`src/rtl/window_compositor.sv`:
```
// window_compositor
// ------------------
// Multi-layer window compositor in the VGA pixel path. Each screen pixel
// (sx, sy) is tested against up to NUM_LAYERS rectangular windows. Every
// renderer receives its window-local coordinates. The colours the renderers
// return are realigned with a delay line. The highest-priority opaque layer
// (lowest index) drives the registered R/G/B outputs.
//
// Window geometry is held in shadow registers that reload only on frame_stb,
// so a window never moves in the middle of a frame.
//
// Optional feature macro: COLOR_KEY_EN
//   defined   : a layer pixel equal to KEY_COLOR is transparent.
//   undefined : every hit pixel is opaque and no key comparators exist.
//
// Ports
//   vga_pix_clk      pixel clock (only clock)
//   rst              synchronous active-high reset
//   sx, sy           screen coordinates
//   display_enabled  visible-area flag
//   frame_stb        one-cycle pulse at start of vertical blanking
//   cfg_en           per-layer enable
//   cfg_x_off/y_off  packed window left/top edges (layer i at [i*W +: W])
//   cfg_w/h          packed window width/height
//   win_sx/win_sy    registered window-local coordinates per layer
//   win_en           registered per-layer hit flags
//   win_frame_stb    frame_stb delayed one cycle
//   layer_rgb        packed {R,G,B} per layer from the renderers
//   R, G, B          registered output colour
//   de_out           display_enabled aligned with R/G/B
//   frame_stb_out    frame_stb aligned with R/G/B
module window_compositor #(
   parameter int          H_ADDR_WIDTH  = 10,
   parameter int          V_ADDR_WIDTH  = 10,
   parameter int          NUM_LAYERS    = 4,
   parameter int          LAYER_LATENCY = 2,
   parameter logic [11:0] BG_COLOR      = 12'h000,
   parameter logic [11:0] KEY_COLOR     = 12'hF0F
) (
   input  logic                             vga_pix_clk,
   input  logic                             rst,
   input  logic [H_ADDR_WIDTH-1:0]          sx,
   input  logic [V_ADDR_WIDTH-1:0]          sy,
   input  logic                             display_enabled,
   input  logic                             frame_stb,
   input  logic [NUM_LAYERS-1:0]            cfg_en,
   input  logic [NUM_LAYERS*H_ADDR_WIDTH-1:0] cfg_x_off,
   input  logic [NUM_LAYERS*V_ADDR_WIDTH-1:0] cfg_y_off,
   input  logic [NUM_LAYERS*H_ADDR_WIDTH-1:0] cfg_w,
   input  logic [NUM_LAYERS*V_ADDR_WIDTH-1:0] cfg_h,
   output logic [NUM_LAYERS*H_ADDR_WIDTH-1:0] win_sx,
   output logic [NUM_LAYERS*V_ADDR_WIDTH-1:0] win_sy,
   output logic [NUM_LAYERS-1:0]            win_en,
   output logic                             win_frame_stb,
   input  logic [NUM_LAYERS*12-1:0]         layer_rgb,
   output logic [3:0]                       R,
   output logic [3:0]                       G,
   output logic [3:0]                       B,
   output logic                             de_out,
   output logic                             frame_stb_out
);

   localparam int HW = H_ADDR_WIDTH;
   localparam int VW = V_ADDR_WIDTH;
   localparam int NL = NUM_LAYERS;
   // Delay-line word: {frame_stb, display_enabled, hit mask}
   localparam int DW = NL + 2;

   logic [NL-1:0]    sh_en;
   logic [NL*HW-1:0] sh_x_off;
   logic [NL*HW-1:0] sh_w;
   logic [NL*VW-1:0] sh_y_off;
   logic [NL*VW-1:0] sh_h;

   // Shadow geometry: reset clears everything (all layers disabled), and a
   // frame_stb copies the live cfg_* so the change applies from the next pixel.
   always_ff @(posedge vga_pix_clk) begin
      if (rst) begin
         sh_en    <= '0;
         sh_x_off <= '0;
         sh_w     <= '0;
         sh_y_off <= '0;
         sh_h     <= '0;
      end else if (frame_stb) begin
         sh_en    <= cfg_en;
         sh_x_off <= cfg_x_off;
         sh_w     <= cfg_w;
         sh_y_off <= cfg_y_off;
         sh_h     <= cfg_h;
      end
   end

   logic [NL-1:0]    hit;
   logic [NL*HW-1:0] loc_x;
   logic [NL*VW-1:0] loc_y;

   // Per-layer hit test. The window end is computed one bit wider than the
   // coordinates so a window reaching past the screen edge cannot wrap to a
   // small value. A zero width or height gives an empty range.
   for (genvar i = 0; i < NL; i++) begin : g_hit
      logic [HW-1:0] x_off;
      logic [HW-1:0] w;
      logic [VW-1:0] y_off;
      logic [VW-1:0] h;
      logic [HW:0]   x_end;
      logic [VW:0]   y_end;
      logic          in_x;
      logic          in_y;

      assign x_off = sh_x_off[i*HW +: HW];
      assign w     = sh_w[i*HW +: HW];
      assign y_off = sh_y_off[i*VW +: VW];
      assign h     = sh_h[i*VW +: VW];
      assign x_end = {1'b0, x_off} + {1'b0, w};
      assign y_end = {1'b0, y_off} + {1'b0, h};
      assign in_x  = (sx >= x_off) && ({1'b0, sx} < x_end);
      assign in_y  = (sy >= y_off) && ({1'b0, sy} < y_end);
      assign hit[i] = display_enabled & sh_en[i] & in_x & in_y;
      assign loc_x[i*HW +: HW] = hit[i] ? (sx - x_off) : '0;
      assign loc_y[i*VW +: VW] = hit[i] ? (sy - y_off) : '0;
   end

   logic de_s1;

   // First pipeline stage: window-local coordinates handed to the renderers.
   always_ff @(posedge vga_pix_clk) begin
      if (rst) begin
         win_sx        <= '0;
         win_sy        <= '0;
         win_en        <= '0;
         win_frame_stb <= 1'b0;
         de_s1         <= 1'b0;
      end else begin
         win_sx        <= loc_x;
         win_sy        <= loc_y;
         win_en        <= hit;
         win_frame_stb <= frame_stb;
         de_s1         <= display_enabled;
      end
   end

   logic [DW-1:0] dly [LAYER_LATENCY];

   // Delay line matching the renderer latency, so the hit mask and strobes
   // line up with the layer_rgb they belong to. Cleared on reset so no stale
   // de_out or frame_stb_out leaks out afterwards.
   always_ff @(posedge vga_pix_clk) begin
      if (rst) begin
         for (int k = 0; k < LAYER_LATENCY; k++) begin
            dly[k] <= '0;
         end
      end else begin
         dly[0] <= {win_frame_stb, de_s1, win_en};
         for (int k = 1; k < LAYER_LATENCY; k++) begin
            dly[k] <= dly[k-1];
         end
      end
   end

   logic [NL-1:0] hit_d;
   logic          de_d;
   logic          fs_d;
   logic [NL-1:0] opaque;
   logic [11:0]   pix;

   assign {fs_d, de_d, hit_d} = dly[LAYER_LATENCY-1];

`ifdef COLOR_KEY_EN
   for (genvar i = 0; i < NL; i++) begin : g_key
      assign opaque[i] = (layer_rgb[i*12 +: 12] != KEY_COLOR);
   end
`else
   logic unused_key;
   assign opaque     = '1;
   assign unused_key = ^KEY_COLOR;
`endif

   // Priority select: scanning from the highest index down lets the lowest
   // opaque hit index overwrite the others. Outside the visible area the hit
   // mask is empty and the result is black.
   always_comb begin
      pix = de_d ? BG_COLOR : 12'h000;
      for (int i = NL - 1; i >= 0; i--) begin
         if (hit_d[i] && opaque[i]) begin
            pix = layer_rgb[i*12 +: 12];
         end
      end
   end

   // Registered colour output.
   always_ff @(posedge vga_pix_clk) begin
      if (rst) begin
         R             <= 4'h0;
         G             <= 4'h0;
         B             <= 4'h0;
         de_out        <= 1'b0;
         frame_stb_out <= 1'b0;
      end else begin
         {R, G, B}     <= pix;
         de_out        <= de_d;
         frame_stb_out <= fs_d;
      end
   end

endmodule

```
`config.mk`:
```
export PLATFORM = sky130hd
export DESIGN_NAME = window_compositor
export DESIGN_NICKNAME = d
export VERILOG_FILES = /design/src/rtl/window_compositor.sv
export SDC_FILE = /design/constraint.sdc
export NUM_CORES = 1
export LEC_CHECK = 0
export CORE_MARGIN = 2
export CORE_UTILIZATION = 45
export CTS_CLUSTER_DIAMETER = 30
export DETAILED_ROUTE_END_ITERATION = 12
export GPL_TIMING_DRIVEN = 0
export PLACE_DENSITY_LB_ADDON = 0.05
export SYNTH_ARGS = -nofsm -noshare
export SYNTH_HDL_FRONTEND = slang
export SYNTH_SLANG_ARGS = --single-unit
```
`constraint.sdc`:
```
create_clock -name vga_pix_clk -period 4.8 [get_ports vga_pix_clk]
set_input_delay 0.48 -clock vga_pix_clk [delete_from_list [all_inputs] [get_ports vga_pix_clk]]
set_output_delay 0.48 -clock vga_pix_clk [all_outputs]
set_load 0.1 [all_outputs]
```
### Yosys cells after proc, flatten, opt, wreduce, memory -nomap -nowiden

Memory sizes are Yosys's and may differ from the RTL's.
Index checks and enable logic that the tools add are counted.

| cells by class | value |
|---|---|
| muxes and demuxes | 9 |
| bitwise logic cells | 18 |
| reductions and logical operators | 12 |
| $lt $le $gt $ge | 16 |
| add/sub/neg operators | 16 |

Operator list:

| kind | number |
|---|---|
| 10-bit by 10-bit adder with 11-bit output | 8 |
| 10-bit by 11-bit < comparator with 1-bit output | 8 |
| 10-bit >= comparator | 8 |
| 10-bit subtractor | 8 |
| 12-bit 2-to-1 mux | 4 |
| 1-bit bitwise AND | 12 |
| 6-bit 2-to-1 mux | 2 |
| 1-bit logical AND | 8 |
| 2-bit OR reduction | 4 |
| 1-bit NOT | 4 |
| 1-bit 2-to-1 mux | 3 |
| 1-bit OR | 2 |

| storage, ports and cells | value |
|---|---|
| register bits | 264 |
| memory bits (writable) | 12 |
| word-level logic and storage cells | 93 |
| memories kept | 1 |
| input port bits | 236 |
| output and inout bits | 99 |

Memories:

| memory | depth | width | rd ports | clocked after Yosys merged registers in | wr ports | line | text |
|---|---|---|---|---|---|---|---|
| dly | 2 | 6 | 2 | 0 | 2 | 142 | `logic [DW-1:0] dly [LAYER_LATENCY];` |

### Depth between registers and ports, before layout

| logic depth | value |
|---|---|
| word-level depth | 7 |
| gate-level depth with buffers | 17 |
| gate-level depth less buffers | 16 |

### Least setup slack after synthesis

No wires, ideal clock.

| path | value |
|---|---|
| path kind | register to register |
| from | reg sh_x_off[20] |
| to | reg win_sx[29] |
| stages on the path, launching flop included | 17 |
| data arrival time | 3372 ps |
| required time | 4722 ps |
| library setup time | 78 ps |
| buffers on the path | 1 |
| path slack | 1350 ps |
| path through | dfxtp_1 > ha_1 > fa_1 > a21oi_1 > nor2b_1 > a311oi_1 > a22oi_1 > xnor2_1 > ha_1 > a21oi_1 > nor2b_1 > a2111oi_0 > a21oi_1 > a221oi_2 > nand2_1 > buf_4 > nor3_1 |

| between the ends | value |
|---|---|
| word-level cells in the longest chain between the ends | 7 |
| elaborated cells between the ends (all ways) | 9 |

RTL lines:

| what | line | text |
|---|---|---|
| start: declaration | 70 | `logic [NL*HW-1:0] sh_x_off;` |
| start signal: assignment | 86 | `sh_x_off <= cfg_x_off;` |
| 10-bit by 10-bit adder with 11-bit output | 114 | `assign x_end = {1'b0, x_off} + {1'b0, w};` |
| 10-bit by 11-bit < comparator with 1-bit output | 116 | `assign in_x = (sx >= x_off) && ({1'b0, sx} < x_end);` |
| 1-bit logical AND | 116 |  |
| 1-bit bitwise AND (2 in a row) | 118 | `assign hit[i] = display_enabled & sh_en[i] & in_x & in_y;` |
| 1-bit NOT (no line) | -- |  |
| 2-bit OR reduction (no line) | -- |  |
| end signal: assignment | 134 | `win_sx <= loc_x;` |
| end: declaration | 51 | `output logic [NUM_LAYERS*H_ADDR_WIDTH-1:0] win_sx,` |

Parallel ways exist; a longest one is shown, timed or not.
A chain may end at the register's enable or synchronous reset.

### Worst setup path in the final report

Ends and elaborated chain as after synthesis.

==> metrics.md <==
| Metric | Value |
|---|---|
| Result of the run | `finished, final reports clean` |
| RSZ-0062 raised after global routing | `no` |
| Total of endpoints with negative setup slack in the final report | `0` |
| Number of nets at the end of the flow | `2777` |
| Finished Cell Area | `23300 um^2` |
| Slew Limit Headroom | `0.255` |
| Detailed-route via count | `approximately 15000` |
| Fraction of registers with async set or reset after synthesis | `0` |
| Die X | `197 um` |
| Slew at the pin closest to its max-slew limit | `1.12 ns` |
| Type of the tightest min-delay check | `reg -> reg` |
| Proportion of layout cells with a drive suffix above 1 | `0.0592` |
| Placeable Area | `36700 um^2` |
| FF-to-FF End | `win_sx[29]` |
| I/O pin total | `between 300 and 400` |
| Area of the multi-input gates | `10600 um^2` |
| Max-slew violations | `0` |
| Sequential cell area | `between 5000 and 6000 um^2` |
| Maximum ir drop on the vdd rail | `334 uV` |
| Layout Area Growth over Synthesis | `38.7%` |
| Critical path startpoint | `sh_x_off[20]` |
| Count of fill cells added during filler insertion | `around 3100` |
| Post-synthesis average cell area | `8.89 um^2` |
| Leading area contributor after synthesis | `sky130_fd_sc_hd__dfxtp_1` |
| Maximum clock frequency | `0.248 GHz` |
| Number of design-rule violations left by the first detailed-router iteration | `639` |
| Worst Setup Start Kind | `register` |
| Vias in the first global route | `14900` |
| Final std cells w/o fill | `2818` |
| Tcrit/Tclk final | `0.840` |
| Clock root cell | `sky130_fd_sc_hd__clkbuf_16` |
| DRT antenna net count | `0` |
| Clock transition at path regs | `~0.040 ns` |
| End of the critical path | `win_sx[29]` |
| Source of the worst register-to-register timing path | `sh_x_off[20]` |
| Worst reg-to-reg setup slack | `0.77 ns` |
| Post-CTS setup repair buffer count | `0` |
| Number of cells traversed by the worst register-to-register path | `16` |
| Detail-routed net length per standard cell | `18.1 um` |
| Maximum number of pins on one net before global-route repair | `11` |
| Static leakage | `10.3 nW` |
| # port buffers | `333` |
| First-pass GRT wire length | `79100 um` |
| Placed cells | `~2700` |
| Vertical die dimension | `197 um` |
| Number of antenna violations at the first check in global routing | `1` |
| Power density normalized to cell area | `between 300 and 400 nW/um^2` |
| Prevailing post-synth register cell | `sky130_fd_sc_hd__dfxtp_1` |
| Worst clock skew | `0.0159 ns` |
| Area post-placement | `20700 um^2` |
| Area fraction of the dominant cell type after synthesis | `0.329` |
| Detailed-route DRC error count | `0` |
| Min Tclk post-route | `4.03 ns` |
| Half-perimeter wire length of the detailed placement result | `40000 um` |
| Number of cell rows | `70` |
| Cell variety after synth | `between 50 and 60` |
| H-tree levels | `3` |
| Worst-path fanout max | `10` |
| Worst EP arrival | `about 4.5 ns` |
| Worst hold slack after final layout | `0.433 ns` |
| Sink count of the clock tree | `276` |
| Post-synthesis net count | `2370` |
| Number of enable-type register cells in the synthesized netlist | `0` |
| Total of flip-flops plus latches after synthesis | `276` |
| Mapped cell area | `16800 um^2` |
| Clock insertion delay at the later pin of the skew report | `0.57 ns` |
| Proportion of synthesized chip area in sequential cells | `0.329` |
| Cell count after synthesis | `1886` |
| Total Wirelength | `51100 um` |
| Remaining global-route overflow | `0` |
| Die Footprint | `~39000 um^2` |
| CP Class | `reg -> reg` |
| TritonCTS clock tree | `built` |
| Overall routing resource usage | `0.263` |
| Number of hold-slack violations in the final timing report | `0` |
| Number of buffers added to fix hold violations after cts | `0` |
| Num CTS Buffers | `72` |
| Overall power | `0.00897 W` |
| Post-CTS Resized | `0` |
| Number of warnings reported in the yosys synthesis log | `0` |
| Pre-Repair DR Iteration Count | `5` |
| Sum Neg Setup Slack | `0 ns` |
| Routability Congestion | `0.903` |
| Most area-consuming cells after synthesis | `sky130_fd_sc_hd__dfxtp_1 (33%), sky130_fd_sc_hd__ha_1 (17%), sky130_fd_sc_hd__mux2i_1 (9.9%)` |
| Average via count per standard cell | `5.20` |
| Starting Density | `0.457` |
| # Max-Cap Violations | `0` |
| Clock tree buffer depth | `3` |
| Critical Path Sink Type | `register` |
| CP Data Required Time | `about 5.3 ns` |
[stage by stage]
step,utilization,setup WS (ns)
CTS,0.634,0.756
global route,0.634,0.342
floorplan,-,1.35
finish,0.634,0.769
detailed placement,0.564,0.697
global placement,0.564,0.710
[layout make-up]
cell class,count,share of cell area
diodes,2,0.000215
inverters,111,0.0179
flip-flops and latches,276,0.238
plain buffers,54,0.00985
well taps,468,0.0252
repair buffers,333,0.143
clock inverters,27,0.0189
multi-input cells,1445,0.456
clock buffers,102,0.0912
[synthesized netlist by cell type, drive strengths merged (6+ instances only)]
cell type and instances:
nor2 343, dfxtp 276, ha 232, mux2i 166, a21oi 120, inv 111, o21ai 88, xor2 67
nand2 48, nor2b 47, xnor2 41, nor3 40, nand2b 35, clkbuf 29, a21o 28, buf 25
o21a 23, fa 16, a22oi 13, nand3 11, o211ai 11, or3 10, a211oi 9, nand4 9
a31oi 8, a21boi 7, nor4 7, o2111ai 6, o41ai 6
[critical path: stages, from the launching register on]
cell	delay, ns
sky130_fd_sc_hd__dfxtp_1	0.34
sky130_fd_sc_hd__ha_1	0.24
sky130_fd_sc_hd__fa_1	0.41
sky130_fd_sc_hd__a21oi_1	0.19
sky130_fd_sc_hd__nor2b_1	0.09
sky130_fd_sc_hd__a311oi_1	0.49
sky130_fd_sc_hd__a22oi_1	0.16
sky130_fd_sc_hd__xnor2_1	0.16
sky130_fd_sc_hd__ha_1	0.29
sky130_fd_sc_hd__a21oi_1	0.14
sky130_fd_sc_hd__nor2b_1	0.06
sky130_fd_sc_hd__a2111oi_0	0.41
sky130_fd_sc_hd__a21oi_1	0.17
sky130_fd_sc_hd__a221oi_2	0.30
sky130_fd_sc_hd__nand2_1	0.11
sky130_fd_sc_hd__buf_4	0.22
sky130_fd_sc_hd__nor3_1	0.18
[metal layers]
metal  wire length, um  global-route usage  part of all wire
met2             24500               0.456              0.48
met5                 0                   0                 0
met4              1560              0.0980             0.030
met1             22700               0.325              0.44
met3              2280              0.0502             0.045
[flip-flops by register name, summed over array words and instances (netlist names)]
name,cells
sh_h,40
sh_w,40
sh_x_off,40
sh_y_off,40
win_sx,40
win_sy,40
dly,12
B,4
G,4
R,4
sh_en,4
win_en,4
de_out,1
de_s1,1
frame_stb_out,1
win_frame_stb,1
[where the power goes]
group          switching, W  leakage (nW)  internal (W)
registers         0.0000810          2.26       0.00239
clock network       0.00141          1.24       0.00363
logic              0.000759          6.83      0.000696
total               0.00225          10.3       0.00672
[how the worst min path moves through the flow]
| stage | from | end | depth (start not counted) |
|---|---|---|---|
| after floorplan | dly[0][10] | de_out | 1 |
| after global placement | de_s1 | dly[0][4] | 1 |
| after detailed placement | dly[0][2] | dly[0][8] | 1 |
| after CTS | de_s1 | dly[0][4] | 1 |
| after global routing | de_s1 | dly[0][4] | 1 |
| final | dly[0][1] | dly[0][7] | 1 |
[kinds of logic (layout without fill, tap and decap cells)]
group | count (synthesis) | in the layout | synth area share
other cells | 0 | 2 | 0
xor+xnor | 108 | 108 | 0.0564
simple gates | 564 | 564 | 0.150
buf+inv | 165 | 627 | 0.0385
mux | 166 | 166 | 0.0991
fa+ha+maj | 248 | 248 | 0.192
compound gates | 359 | 359 | 0.134
flops | 276 | 276 | 0.329
[layout by cell type (no fill, tap or decap), drive strengths merged, types with 8 or more instances in the layout]
master           n
nor2           343
clkdlybuf4s50  333
dfxtp          276
ha             232
mux2i          166
clkbuf         131
a21oi          120
inv            113
o21ai           88
xor2            67
nand2           48
nor2b           47
xnor2           41
nor3            40
nand2b          35
a21o            28
buf             25
o21a            23
fa              16
a22oi           13
nand3           11
bufinv          11
o211ai          11
or3             10
clkinv          10
a211oi           9
nand4            9
a31oi            8
No activity file was read; power rests on OpenSTA's default activity.
